[config.mk]
export PLATFORM = sky130hd
export DESIGN_NAME = dm_arbiter
export DESIGN_NICKNAME = d
export VERILOG_FILES = /design/src/rtl/dm_arbiter.sv
export SDC_FILE = /design/constraint.sdc
export NUM_CORES = 1
export LEC_CHECK = 0
export CORE_MARGIN = 1.5
export CORE_UTILIZATION = 39
export CTS_CLUSTER_SIZE = 24
export DETAILED_ROUTE_END_ITERATION = 12
export HOLD_SLACK_MARGIN = 0.1
export PLACE_DENSITY = 0.87
export SYNTH_ARGS = -nofsm -noshare
export SYNTH_HDL_FRONTEND = slang
export SYNTH_SLANG_ARGS = --single-unit
[constraint.sdc]
create_clock -name clock -period 6.15 [get_ports clock]
set_input_delay 0.615 -clock clock [delete_from_list [all_inputs] [get_ports clock]]
set_output_delay 0.615 -clock clock [all_outputs]
set_load 0.01 [all_outputs]
[src/rtl/dm_arbiter.sv]
// Round-robin arbiter serialising per-core data-memory requests onto one
// single-port synchronous memory, plus the run/done controller for the cores.
module dm_arbiter #(
   parameter int NUM_CORES = 4,
   parameter int DATA_W    = 16,
   parameter int ADDR_W    = 16
) (
   input  logic                          clock,
   input  logic                          rst,
   input  logic                          start,
   input  logic [NUM_CORES-1:0]          core_req,
   input  logic [NUM_CORES-1:0]          core_we,
   input  logic [NUM_CORES*ADDR_W-1:0]   core_addr,
   input  logic [NUM_CORES*DATA_W-1:0]   core_wdata,
   input  logic [NUM_CORES-1:0]          core_done,
   output logic [2*NUM_CORES-1:0]        core_status,
   output logic [NUM_CORES-1:0]          core_ack,
   output logic [DATA_W-1:0]             core_rdata,
   output logic                          mem_en,
   output logic                          mem_we,
   output logic [ADDR_W-1:0]             mem_addr,
   output logic [DATA_W-1:0]             mem_wdata,
   input  logic [DATA_W-1:0]             mem_rdata,
   output logic                          all_done
);

   localparam int PW = (NUM_CORES > 1) ? $clog2(NUM_CORES) : 1;

   typedef enum logic [1:0] {
      RUN_IDLE   = 2'd0,
      RUN_ACTIVE = 2'd1,
      RUN_DONE   = 2'd2
   } run_state_e;

   typedef enum logic [1:0] {
      ARB_GRANT = 2'd0,
      ARB_ISSUE = 2'd1,
      ARB_RESP  = 2'd2
   } arb_state_e;

   run_state_e            run_q, run_d;
   arb_state_e            arb_q, arb_d;
   logic [NUM_CORES-1:0]  done_lat_q, done_lat_d;
   logic [PW-1:0]         rr_ptr_q, rr_ptr_d;
   logic [PW-1:0]         g_q, g_d;
   logic                  mem_en_q, mem_en_d;
   logic                  mem_we_q, mem_we_d;
   logic [ADDR_W-1:0]     mem_addr_q, mem_addr_d;
   logic [DATA_W-1:0]     mem_wdata_q, mem_wdata_d;
   logic [NUM_CORES-1:0]  core_ack_q, core_ack_d;
   logic [DATA_W-1:0]     core_rdata_q, core_rdata_d;
   logic                  all_done_q, all_done_d;

   logic [NUM_CORES-1:0]  elig;
   logic                  win_vld;
   logic [PW-1:0]         win_idx;
   logic [PW-1:0]         idx;

   // The core acked this cycle is masked so its still-held request is not served twice.
   always_comb begin
      elig    = core_req & ~done_lat_q & ~core_ack_q;
      win_vld = 1'b0;
      win_idx = '0;
      idx     = '0;
      for (int k = NUM_CORES - 1; k >= 0; k--) begin
         idx = PW'((int'(rr_ptr_q) + k) % NUM_CORES);
         if (elig[idx]) begin
            win_vld = 1'b1;
            win_idx = idx;
         end
      end
   end

   always_comb begin
      run_d        = run_q;
      arb_d        = arb_q;
      done_lat_d   = done_lat_q;
      rr_ptr_d     = rr_ptr_q;
      g_d          = g_q;
      mem_en_d     = 1'b0;
      mem_we_d     = 1'b0;
      mem_addr_d   = mem_addr_q;
      mem_wdata_d  = mem_wdata_q;
      core_ack_d   = '0;
      core_rdata_d = core_rdata_q;

      case (run_q)
         RUN_IDLE:   if (start) run_d = RUN_ACTIVE;
         RUN_ACTIVE: if (&done_lat_q) run_d = RUN_DONE;
         RUN_DONE:   if (start) run_d = RUN_ACTIVE;
         default:    run_d = RUN_IDLE;
      endcase

      if (run_q == RUN_ACTIVE) done_lat_d = done_lat_q | core_done;

      // ISSUE and RESP always run to completion so an in-flight access is acked.
      case (arb_q)
         ARB_GRANT: begin
            if (run_q == RUN_ACTIVE && win_vld) begin
               g_d         = win_idx;
               mem_en_d    = 1'b1;
               mem_we_d    = core_we[win_idx];
               mem_addr_d  = core_addr[win_idx*ADDR_W +: ADDR_W];
               mem_wdata_d = core_wdata[win_idx*DATA_W +: DATA_W];
               arb_d       = ARB_ISSUE;
            end
         end
         ARB_ISSUE: arb_d = ARB_RESP;
         ARB_RESP: begin
            core_rdata_d    = mem_rdata;
            core_ack_d[g_q] = 1'b1;
            rr_ptr_d        = (g_q == PW'(NUM_CORES - 1)) ? '0 : g_q + 1'b1;
            arb_d           = ARB_GRANT;
         end
         default: arb_d = ARB_GRANT;
      endcase

      if (run_q == RUN_DONE && start) begin
         done_lat_d = '0;
         rr_ptr_d   = '0;
      end

      all_done_d = (run_d == RUN_DONE);
   end

   always_ff @(posedge clock) begin
      if (rst) begin
         run_q        <= RUN_IDLE;
         arb_q        <= ARB_GRANT;
         done_lat_q   <= '0;
         rr_ptr_q     <= '0;
         g_q          <= '0;
         mem_en_q     <= 1'b0;
         mem_we_q     <= 1'b0;
         mem_addr_q   <= '0;
         mem_wdata_q  <= '0;
         core_ack_q   <= '0;
         core_rdata_q <= '0;
         all_done_q   <= 1'b0;
      end else begin
         run_q        <= run_d;
         arb_q        <= arb_d;
         done_lat_q   <= done_lat_d;
         rr_ptr_q     <= rr_ptr_d;
         g_q          <= g_d;
         mem_en_q     <= mem_en_d;
         mem_we_q     <= mem_we_d;
         mem_addr_q   <= mem_addr_d;
         mem_wdata_q  <= mem_wdata_d;
         core_ack_q   <= core_ack_d;
         core_rdata_q <= core_rdata_d;
         all_done_q   <= all_done_d;
      end
   end

   always_comb begin
      core_status = '0;
      for (int i = 0; i < NUM_CORES; i++) begin
         if (done_lat_q[i])                      core_status[2*i +: 2] = 2'b11;
         else if (run_q == RUN_IDLE)             core_status[2*i +: 2] = 2'b00;
         else if (core_req[i] && !core_ack_q[i]) core_status[2*i +: 2] = 2'b10;
         else                                    core_status[2*i +: 2] = 2'b01;
      end
   end

   assign core_ack   = core_ack_q;
   assign core_rdata = core_rdata_q;
   assign mem_en     = mem_en_q;
   assign mem_we     = mem_we_q;
   assign mem_addr   = mem_addr_q;
   assign mem_wdata  = mem_wdata_q;
   assign all_done   = all_done_q;

endmodule

==> impl_metrics.yaml <==
status:
  status: "finished clean"
placed_design:
  port_buffers: 221
  hpwl_mm: 8.112
  gp_congestion: 0.7696
floorplan:
  ios: 222
  core_um2: 8217
  initial_utilization_pct: 40.28
  fp.dieArea_um2: 9047
  dieHeight_um: 95.12
  row_count: 33
  die_w_um: 95.12
cts:
  clk_pin_slew_ps: 80
  cts_buffer_depth: 2
  cts-root-buf: "clkbuf_8"
  cts-resized-gates: 0
  clock_latency_ps: 320
  cts_tree: "done"
  cts.sinks: 67
  h-tree-depth: 3
  cts_hold_buf: 0
  cts_setup_buffers: 0
  cts_made_buffers: 9
sta:
  period_share_pct: 55.05
  timing.fmax_mhz: 295.4
  holdWs_ps: 456.4
  period_needed_ps: 3385
  setup_violations: 0
  relSlewSlack_pct: 27.42
  hold_violations: 0
  drv_slew: 0
  worstMarginPinSlew_ps: 1086
  setup_tns_ps: 0
  grt_setup_unrepaired: "no"
  skew_ps: 9.221
layout:
  area_growth_pct: 73.01
  fin_nets: 726
  antenna_cells: 0
  drive_gt1_share_pct: 5.115
  nFillCells: 654
synth:
  synth_top_family_by_area: "multiplexers"
  synth_mux_area_share_pct: 20.30
  ys_types: 42
  yosys.area_share.simple_pct: 15.80
  synth_nets: 515
  synth_area_um2: 3309
  yosysSeqAreaShare_pct: 40.53
  yosysWarnings: 0
  synth_compound_area_share_pct: 17.43
  yosys.area_share.adder_pct: 1.512
  netlist_instances: 352
  yosys_register_bits: 67
  avgSynthCellArea_um2: 9.402
  synth_xor_area_share_pct: 0
power_and_ir_drop:
  ir_drop_uv: 107.8
  power.density_nw_per_um2: 198.3
  total_leakage_power_nw: 2.367
worst_setup_path:
  critPathKind: "input pin to register"
  critPathRequiredTime_ps: 6380
  worstReg2RegEnd: "mem_addr[8]"
  regToRegStartpoint: "rr_ptr_q[0]"
  r2r_slack_ps: 3470
  crit_path_start_kind: "input pin"
  worstRegToRegCells: 5
  path_max_fanout: 32
  critPathArrivalTime_ps: 3610
  crit_path_end_kind: "register"
hold_path:
  hold_path_end: "core_rdata[14]"
  hold_path.class: "register to register"
  hp-start: "core_rdata[14]"
  hold_depth: 2
route:
  wl_met3_um: 732
  wl_met1_mm: 4.058
  via_count: 3510
  drtPass1Iterations: 4
  vias_per_cell: 5.223
  drtAntennaViolNets: 0
  wire_per_inst_um: 15.65
  top_layer: "met4"
  wirelength_mm: 10.51
  drcViolationCount: 0
  dr_wl_met2_mm: 5.508
  first_iter_violations: 108
grt:
  grt_usage_pct: 21.89
  grt_pass1_vias: 3437
  grt_pass1_wl_mm: 15.60
  grt_max_degree: 68
  antenna_found_initial: 0
  gr-total-overflow: 0
job:
  max-cap-violations: 0
==> state kept, by name (all words and copies together), names as in the netlist <==
name	count
arb_q	2
mem_addr	16
all_done	1
mem_we	1
done_lat_q	4
run_q	2
rr_ptr_q	2
mem_en	1
g_q	2
core_rdata	16
mem_wdata	16
core_ack	4
==> critical path, stage by stage <==
cell             delay, ps
clkdlybuf4s50_1        880
or4_1                  700
nor2_1                 250
nand2_1                690
o221ai_1               450
==> cell usage in the layout, fill, tap and decap left out, types with 2 or more instances in the layout <==
cell type        instances
ha_1                     4
a21o_1                   4
a21oi_1                 23
nor3b_1                  5
nor2b_1                  6
nand2_1                 69
clkbuf_8                10
or4_1                    2
buf_4                    2
o21bai_1                 4
o21a_1                   2
clkdlybuf4s50_1        221
mux2i_1                 66
clkinvlp_4               4
and3_1                   4
nand2b_1                 2
inv_1                    5
o221ai_1                32
dfxtp_1                 67
nor3_1                   2
nor2_1                  12
==> cell families (layout without fill, tap and decap cells) <==
logic type,count (synthesis),after routing
and+or+nand+nor,111,111
buffers and inverters,28,243
adders and majority gates,4,4
AOI/OAI and AO/OA,75,75
muxes,67,67
DFF,67,67
==> routing by layer <==
metal	global-route usage, %	up-vias
li1	-	1710
met1	23.48	1644
met2	41.13	140
met3	5.104	16
met4	8.085	0
met5	0	-
==> power by group <==
part / total [W] / switching (W) / internal (W)
Sequential: 0.000477 / 0.0000170 / 0.000461
Clock: 0.000329 / 0.000173 / 0.000156
Combinational: 0.000329 / 0.000127 / 0.000201
==> synth_stat cells <==
library cell / instances / area, µm²
nor3_1: 2 / 10.01
nor2_2: 1 / 6.260
or2_2: 1 / 6.260
nor3b_2: 1 / 12.51
inv_1: 5 / 18.77
mux2_2: 1 / 11.26
o41a_1: 1 / 11.26
o22ai_2: 1 / 12.51
buf_1: 1 / 3.750
a211oi_1: 1 / 7.510
a21oi_1: 23 / 115.1
or3b_4: 1 / 11.26
o221a_2: 1 / 11.26
and3_1: 4 / 25.02
o21a_1: 2 / 15.01
clkbuf_1: 11 / 41.29
or4b_1: 1 / 10.01
buf_6: 4 / 45.04
o221ai_1: 32 / 280.3
nor2_1: 12 / 45.04
a31o_2: 1 / 8.760
buf_2: 6 / 30.03
a21o_1: 4 / 30.03
o2bb2ai_2: 1 / 15.01
or3b_1: 1 / 8.760
a2111oi_2: 1 / 15.01
ha_1: 4 / 50.05
nand2b_4: 1 / 13.76
nand2_1: 69 / 259.0
a22oi_1: 1 / 7.510
nand4_1: 1 / 6.260
mux2i_1: 66 / 660.6
dfxtp_1: 67 / 1341
o21bai_1: 4 / 30.03
nand2b_1: 2 / 12.51
nor4_1: 1 / 6.260
buf_4: 1 / 7.510
a211o_1: 1 / 8.760
nor2b_1: 6 / 37.54
or4_1: 2 / 15.01
nor3b_1: 5 / 37.54
a2111oi_0: 1 / 8.760
==> final cells by class <==
type | count | area (µm²) | area share (%)
Timing Repair Buffer | 223 | 2227 | 38.90
Inverter | 5 | 18.77 | 0.3278
Clock buffer | 10 | 137.6 | 2.404
Clock inverter | 5 | 38.79 | 0.6774
Sequential cell | 67 | 1341 | 23.43
Tap cell | 105 | 131.4 | 2.295
Multi-Input combinational cell | 257 | 1831 | 31.97
==> metrics by stage <==
stage | std cells | instance area (µm²) | total power (W) | util [%] | setup slack [ps]
5_1_grt | 672 | 5725 | 0.001188 | 69.68 | 2523
3_3_place_gp | 657 | 5549 | 0.0008069 | 67.53 | 2485
6_report | 672 | 5725 | 0.001135 | 69.68 | 2765
3_5_place_dp | 657 | 5549 | 0.0008165 | 67.53 | 2365
2_1_floorplan | 352 | 3309 | 0.0006347 | - | 3945
4_1_cts | 672 | 5725 | 0.001146 | 69.68 | 2775
==> how the worst max path moves through the flow <==
stage,from,endpoint,cells after the start
6_report,rst,mem_addr[8],5
5_1_grt,rst,mem_addr[6],5
4_1_cts,rst,mem_addr[8],5
3_5_place_dp,rst,mem_addr[8],5
3_3_place_gp,rst,mem_addr[7],5
2_1_floorplan,core_req[3],mem_we,7
(Power assumes the default switching activity.)
